## config.mk

```make
export PLATFORM = sky130hd
export DESIGN_NAME = ctrl_fsm
export DESIGN_NICKNAME = d
export VERILOG_FILES = /design/src/rtl/pico_pkg.sv /design/src/rtl/op_decode.sv /design/src/rtl/ctrl_fsm.sv
export SDC_FILE = /design/constraint.sdc
export NUM_CORES = 1
export LEC_CHECK = 0
export CAP_MARGIN = 20
export CORE_ASPECT_RATIO = 1.25
export CORE_MARGIN = 2
export CORE_UTILIZATION = 35
export CTS_CLUSTER_SIZE = 10
export DETAILED_ROUTE_END_ITERATION = 7
export GPL_TIMING_DRIVEN = 0
export PLACE_DENSITY = 0.66
export REMOVE_ABC_BUFFERS = 1
export SETUP_SLACK_MARGIN = 0.3
export SLEW_MARGIN = 10
export SYNTH_ARGS = -nofsm -noshare
export SYNTH_HDL_FRONTEND = slang
export SYNTH_SLANG_ARGS = --single-unit
```

## constraint.sdc

```tcl
create_clock -name clk -period 2.2 [get_ports clk]
set_input_delay 0.55 -clock clk [delete_from_list [all_inputs] [get_ports clk]]
set_output_delay 0.55 -clock clk [all_outputs]
set_load 0.1 [all_outputs]
```

## src/rtl/pico_pkg.sv

```systemverilog
// Shared encodings for the pico CPU: ALU function codes, operand selects, opcodes, FSM states.
package pico_pkg;

  localparam int unsigned OP_W   = 4;
  localparam int unsigned FUNC_W = 3;
  localparam int unsigned SEL_W  = 2;

  typedef enum logic [FUNC_W-1:0] {
    RA    = 3'b000,
    RB    = 3'b001,
    RADD  = 3'b010,
    RSUB  = 3'b011,
    RMULL = 3'b100
  } alu_func_e;

  typedef enum logic [SEL_W-1:0] {
    REG    = 2'b00,
    SW_7_0 = 2'b01,
    SW_8   = 2'b10
  } sel_e;

  typedef enum logic [OP_W-1:0] {
    OP_NOP   = 4'h0,
    OP_ADD   = 4'h1,
    OP_ADDI  = 4'h2,
    OP_SUB   = 4'h3,
    OP_SUBI  = 4'h4,
    OP_MULL  = 4'h5,
    OP_MULLI = 4'h6,
    OP_MOV   = 4'h7,
    OP_MOVI  = 4'h8,
    OP_LDSW  = 4'h9,
    OP_WAIT  = 4'hA,
    OP_BEQ   = 4'hB,
    OP_BNE   = 4'hC,
    OP_JMP   = 4'hD,
    OP_ILL_E = 4'hE,
    OP_ILL_F = 4'hF
  } opcode_e;

  typedef enum logic [1:0] {
    FETCH   = 2'b00,
    EXEC    = 2'b01,
    WAIT_HI = 2'b10,
    WAIT_LO = 2'b11
  } state_e;

  // Datapath controls produced by the opcode decoder
  typedef struct packed {
    alu_func_e alu_func;
    sel_e      a_sel;
    sel_e      b_sel;
    logic      imm;
    logic      reg_we;
    logic      flag_we;
    logic      illegal;
  } ctrl_t;

endpackage

```

## src/rtl/op_decode.sv

```systemverilog
// Purely combinational opcode-to-control decode.
module op_decode
  import pico_pkg::*;
(
  input  logic [OP_W-1:0] opcode,
  output ctrl_t           ctrl_c
);

  // Map each opcode to its ALU function, operand selects and write/flag enables
  always_comb begin
    ctrl_c = '{alu_func: RA, a_sel: REG, b_sel: REG, imm: 1'b0,
               reg_we: 1'b0, flag_we: 1'b0, illegal: 1'b0};
    case (opcode_e'(opcode))
      OP_ADD:   begin ctrl_c.alu_func = RADD;  ctrl_c.reg_we = 1'b1; ctrl_c.flag_we = 1'b1; end
      OP_ADDI:  begin ctrl_c.alu_func = RADD;  ctrl_c.imm = 1'b1; ctrl_c.reg_we = 1'b1; ctrl_c.flag_we = 1'b1; end
      OP_SUB:   begin ctrl_c.alu_func = RSUB;  ctrl_c.reg_we = 1'b1; ctrl_c.flag_we = 1'b1; end
      OP_SUBI:  begin ctrl_c.alu_func = RSUB;  ctrl_c.imm = 1'b1; ctrl_c.reg_we = 1'b1; ctrl_c.flag_we = 1'b1; end
      OP_MULL:  begin ctrl_c.alu_func = RMULL; ctrl_c.reg_we = 1'b1; ctrl_c.flag_we = 1'b1; end
      OP_MULLI: begin ctrl_c.alu_func = RMULL; ctrl_c.imm = 1'b1; ctrl_c.reg_we = 1'b1; ctrl_c.flag_we = 1'b1; end
      OP_MOV:   begin ctrl_c.alu_func = RB;    ctrl_c.reg_we = 1'b1; end
      OP_MOVI:  begin ctrl_c.alu_func = RB;    ctrl_c.imm = 1'b1; ctrl_c.reg_we = 1'b1; end
      OP_LDSW:  begin ctrl_c.alu_func = RA;    ctrl_c.a_sel = SW_7_0; ctrl_c.reg_we = 1'b1; end
      OP_ILL_E,
      OP_ILL_F: ctrl_c.illegal = 1'b1;
      default:  ;
    endcase
  end

endmodule

```

## src/rtl/ctrl_fsm.sv

```systemverilog
// Pico CPU control unit: fetch/execute sequencing, program counter, latched ALU flags.
module ctrl_fsm
  import pico_pkg::*;
#(
  parameter int unsigned n  = 8,
  parameter int unsigned PW = 8
) (
  input  logic          clk,
  input  logic          nReset,
  input  logic [15:0]   instr,
  input  logic [8:0]    switches,
  input  logic [3:0]    alu_flags,
  output logic [PW-1:0] pc,
  output logic [2:0]    alu_func,
  output logic [1:0]    a_sel,
  output logic [1:0]    b_sel,
  output logic          imm,
  output logic [n-1:0]  immediate,
  output logic [1:0]    rd_addr,
  output logic [1:0]    rs_addr,
  output logic          reg_we,
  output logic [3:0]    flags_q,
  output logic          illegal
);

  state_e        state;
  ctrl_t         dec_c;
  opcode_e       op_c;
  logic [PW-1:0] br_off_c;
  logic [PW-1:0] pc_next_c;
  logic          unused_sw_c;

  op_decode u_op_decode (
    .opcode (instr[15:12]),
    .ctrl_c (dec_c)
  );

  // Instruction fields go straight to the datapath
  assign immediate   = n'(instr[7:0]);
  assign rd_addr     = instr[11:10];
  assign rs_addr     = instr[9:8];
  assign op_c        = opcode_e'(instr[15:12]);
  assign unused_sw_c = ^switches[7:0];

  // Next pc at the end of EXEC; branches test the flags latched by earlier instructions
  always_comb begin
    br_off_c  = PW'($signed(instr[7:0]));
    pc_next_c = pc + PW'(1);
    case (op_c)
      OP_BEQ:  if (flags_q[1])  pc_next_c = pc + br_off_c;
      OP_BNE:  if (!flags_q[1]) pc_next_c = pc + br_off_c;
      OP_JMP:  pc_next_c = instr[PW-1:0];
      OP_WAIT: pc_next_c = pc;
      default: ;
    endcase
  end

  // Sequencer: controls are registered in FETCH so they are valid for exactly the EXEC cycle
  always_ff @(posedge clk or negedge nReset) begin
    if (!nReset) begin
      state    <= FETCH;
      pc       <= '0;
      flags_q  <= '0;
      alu_func <= RA;
      a_sel    <= REG;
      b_sel    <= REG;
      imm      <= 1'b0;
      reg_we   <= 1'b0;
      illegal  <= 1'b0;
    end else begin
      case (state)
        FETCH: begin
          state    <= EXEC;
          alu_func <= dec_c.alu_func;
          a_sel    <= dec_c.a_sel;
          b_sel    <= dec_c.b_sel;
          imm      <= dec_c.imm;
          reg_we   <= dec_c.reg_we;
          illegal  <= dec_c.illegal;
        end
        EXEC: begin
          alu_func <= RA;
          a_sel    <= REG;
          b_sel    <= REG;
          imm      <= 1'b0;
          reg_we   <= 1'b0;
          illegal  <= 1'b0;
          if (dec_c.flag_we) flags_q <= alu_flags;
          pc       <= pc_next_c;
          state    <= (op_c == OP_WAIT) ? WAIT_HI : FETCH;
        end
        WAIT_HI: begin
          if (switches[8]) state <= WAIT_LO;
        end
        WAIT_LO: begin
          if (!switches[8]) begin
            pc    <= pc + PW'(1);
            state <= FETCH;
          end
        end
        default: state <= FETCH;
      endcase
    end
  end

endmodule

```

==> impl_metrics.ini <==
[outcome]
status = finished clean

[cells_and_area]
multi_input_area_mm2 = 0.00118
nets = 279
utilization = 0.502
final_area_mm2 = 0.00237
final.fill_count = 452
diodes = 0
syn2layout_area_growth_pct = 38.4
drive_above_1_share = 0.336
ff_latch_area_um2 = 529

[clock_tree]
htree_levels = 1
ctsHoldBuffers = 0
clkSinkCount = 21
cts_inserted_buffers = 3
clk_pin_slew_worst_paths_ns = 0.09
ctsRootBufferMaster = clkbuf_8
clk_latency_ns = 0.26
clockBufferDepth = 2
cts_tree = done

[global_routing]
antenna_found_initial = 0
grt_max_degree = 23
grt_pass1_vias = 1613
grt_pass1_wl_um = 6960
grt_usage = 0.159
grt.overflow.total = 0

[critical_path]
arrival_ns = 2.20
path_cells = ha_4 -> fa_2 -> a21o_1 -> and4_1 -> nor4_2 -> o31ai_2 -> a221o_1
critPathBufInv = 0
critPathTopFamily = compound AO/OA/AOI/OAI gates
crit_slowest_cell = dfrtp_2
startpoint_type = flip-flop
critPathMaxStageDelay_ns = 0.43
cp_max_fo = 2
crit_type = reg2reg
cp_data_required_time_ns = 2.35
crit_path_end_kind = flip-flop

[sta]
maxSlewHeadroom = 0.630
hold_viol_final = 0
fin_crit_sh = 0.936
setup_viol = 0
worst_pin_slew_ns = 0.557
skew_ns = 0.00867
clock.fmax_mhz = 486
rsz0062_at_grt = true
min_period_ns = 2.06
final_max_slew_viol_count = 0
worst_slack_ns = 0.142
setup-tns-final_ns = 0

[place]
dpl_cell_area_mm2 = 0.00209
place_congestion = 0.870
io_buffers = 45
hpwl_um = 2860
place_ws_ns = -0.822

[routing]
wl_per_cell_um = 14.1
met1Wirelength_um = 1810
via_count = 1599
drt-vias-per-instance = 5.37
wl_met3_um = 250
routed.top_layer = met4
drt_iter0_markers = 61
drtAntennaViolNets = 0
wl_met2_um = 2110
drc = 0
wirelength_um = 4190
drt_pass1_iterations = 4

[logic_synthesis]
synth-async-reset-ratio = 1.00
yosys.area.top_type = dfrtp_1
syn-cell-area_mm2 = 0.00171
synth.avg_cell_area_um2 = 8.57
synth.distinct_cells = 48
ys_seq_elements = 21
synth_top_area_frac = 0.307
synth_area_leaders = dfrtp_1, buf_4, nand2_1
synth-seq-area-share = 0.307
yosys_warnings = 0
ys.flop_type = dfrtp_1
synth_edf_count = 0
netlist_instances = 200

[worst_hold_path]
hold_class = reg2reg

[pwr]
p_sw_w = 0.00198
peakVddDrop_uv = 643
p_leak_nw = 0.956
p_sw_frac = 0.578
power_frac_comb = 0.699
pwr-share-seq = 0.225
powerDensity_mw_per_mm2 = 1450
p_clk_frac = 0.075
p_int_w = 0.00145

[floorplan]
die_width_um = 66.6
io_pins = 65
num_rows = 28
initial_core_util = 0.362
core_mm2 = 0.00473
fp.dieH_um = 82.2
die_area_mm2 = 0.00548

[run]
cap_violations = 0
[placed cells by master, fill, tap and decap left out, types with 4 or more instances in the layout]
cell type        instances
a21oi_1                  5
a221o_1                  5
buf_2                   14
buf_4                   12
clkdlybuf4s15_2         15
clkdlybuf4s50_1          6
dfrtp_1                 18
ha_4                     7
inv_1                    5
mux2_2                   4
nand2_1                 27
nand2b_1                 5
nand3_1                  5
nor2_1                  13
nor3_1                   4
o21ai_0                 10
o21ai_1                  5
xnor2_1                  7
[worst reg2reg max path, stage by stage, from the launching register on]
cell and delay (ns):
dfrtp_2 0.43, ha_4 0.16, fa_2 0.34, a21o_1 0.21, and4_1 0.18, nor4_2 0.19, o31ai_2 0.11, a221o_1 0.32
[synthesized netlist by cell type (all sizes together) (3+ instances only)]
| cell type | number |
|---|---|
| nor4b | 3 |
| mux2 | 4 |
| o21ai | 17 |
| a221oi | 3 |
| ha | 8 |
| a31oi | 3 |
| a221o | 5 |
| nand2 | 27 |
| nor2 | 13 |
| nor3 | 5 |
| or3 | 3 |
| a21oi | 7 |
| nand2b | 5 |
| clkbuf | 4 |
| buf | 21 |
| o41ai | 3 |
| xnor2 | 7 |
| nand3 | 5 |
| inv | 5 |
| dfrtp | 21 |
[per-stage QoR]
stage          power (W)  hold slack [ns]  cells
2_1_floorplan    0.00233            0.254    177
3_3_place_gp     0.00288            0.467    282
3_5_place_dp     0.00290            0.463    282
4_1_cts          0.00334            0.496    295
5_1_grt          0.00365            0.516    298
6_report         0.00343            0.489    298
[flip-flops by register name (all words and copies together), names as in the netlist, named ones only]
name,count
reg_we,1
illegal,1
state,1
a_sel,1
imm,1
alu_func,3
flags_q,4
pc,8
[timing repair]
item / CTS / global route
pin swaps: 12 / 13
endpoints found under the setup margin: 39 / 17
setup buffers: 9 / 2
resized for setup: 146 / 36
[layer usage]
metal | up-vias | GRT usage
li1 | 785 | -
met1 | 760 | 0.184
met2 | 52 | 0.300
met3 | 2 | 0.0230
met4 | 0 | 0.0490
met5 | - | 0
[cell families after synthesis]
group,share of synthesized area
flops,0.307
other cells,0.00219
buf+inv,0.104
mux,0.0263
simple gates,0.236
xor+xnor,0.0460
fa+ha+maj,0.0701
compound gates,0.208
[path summary, 6_finish.rpt]
path	start	slack [ns]	depth (start not counted)	to
setup / recovery	pc[0]	0.14	7	pc[6]
hold / removal	imm	0.49	2	imm
setup reg to reg	pc[0]	0.14	7	pc[6]
hold reg to reg	imm	0.49	2	imm
max in group asynchronous	nReset	1.11	2	pc[0]
min in group asynchronous	nReset	0.62	1	pc[3]
[layout make-up]
type,instances,area share
clock buffers,3,0.0174
clock inverters,1,0.00211
inverters,5,0.00791
multi-input cells,151,0.498
flip-flops and latches,21,0.223
well taps,60,0.0316
repair buffers,57,0.219
[power groups by stage]
stage	combinational (W)	sequential [W]	clock, W
6_report	0.00240	0.000772	0.000259
5_1_grt	0.00255	0.000808	0.000284
4_1_cts	0.00231	0.000763	0.000269
3_5_place_dp	0.00214	0.000759	0
3_3_place_gp	0.00212	0.000759	0
2_1_floorplan	0.000681	0.00165	0
Note: power is estimated with default switching activity, not from simulation.
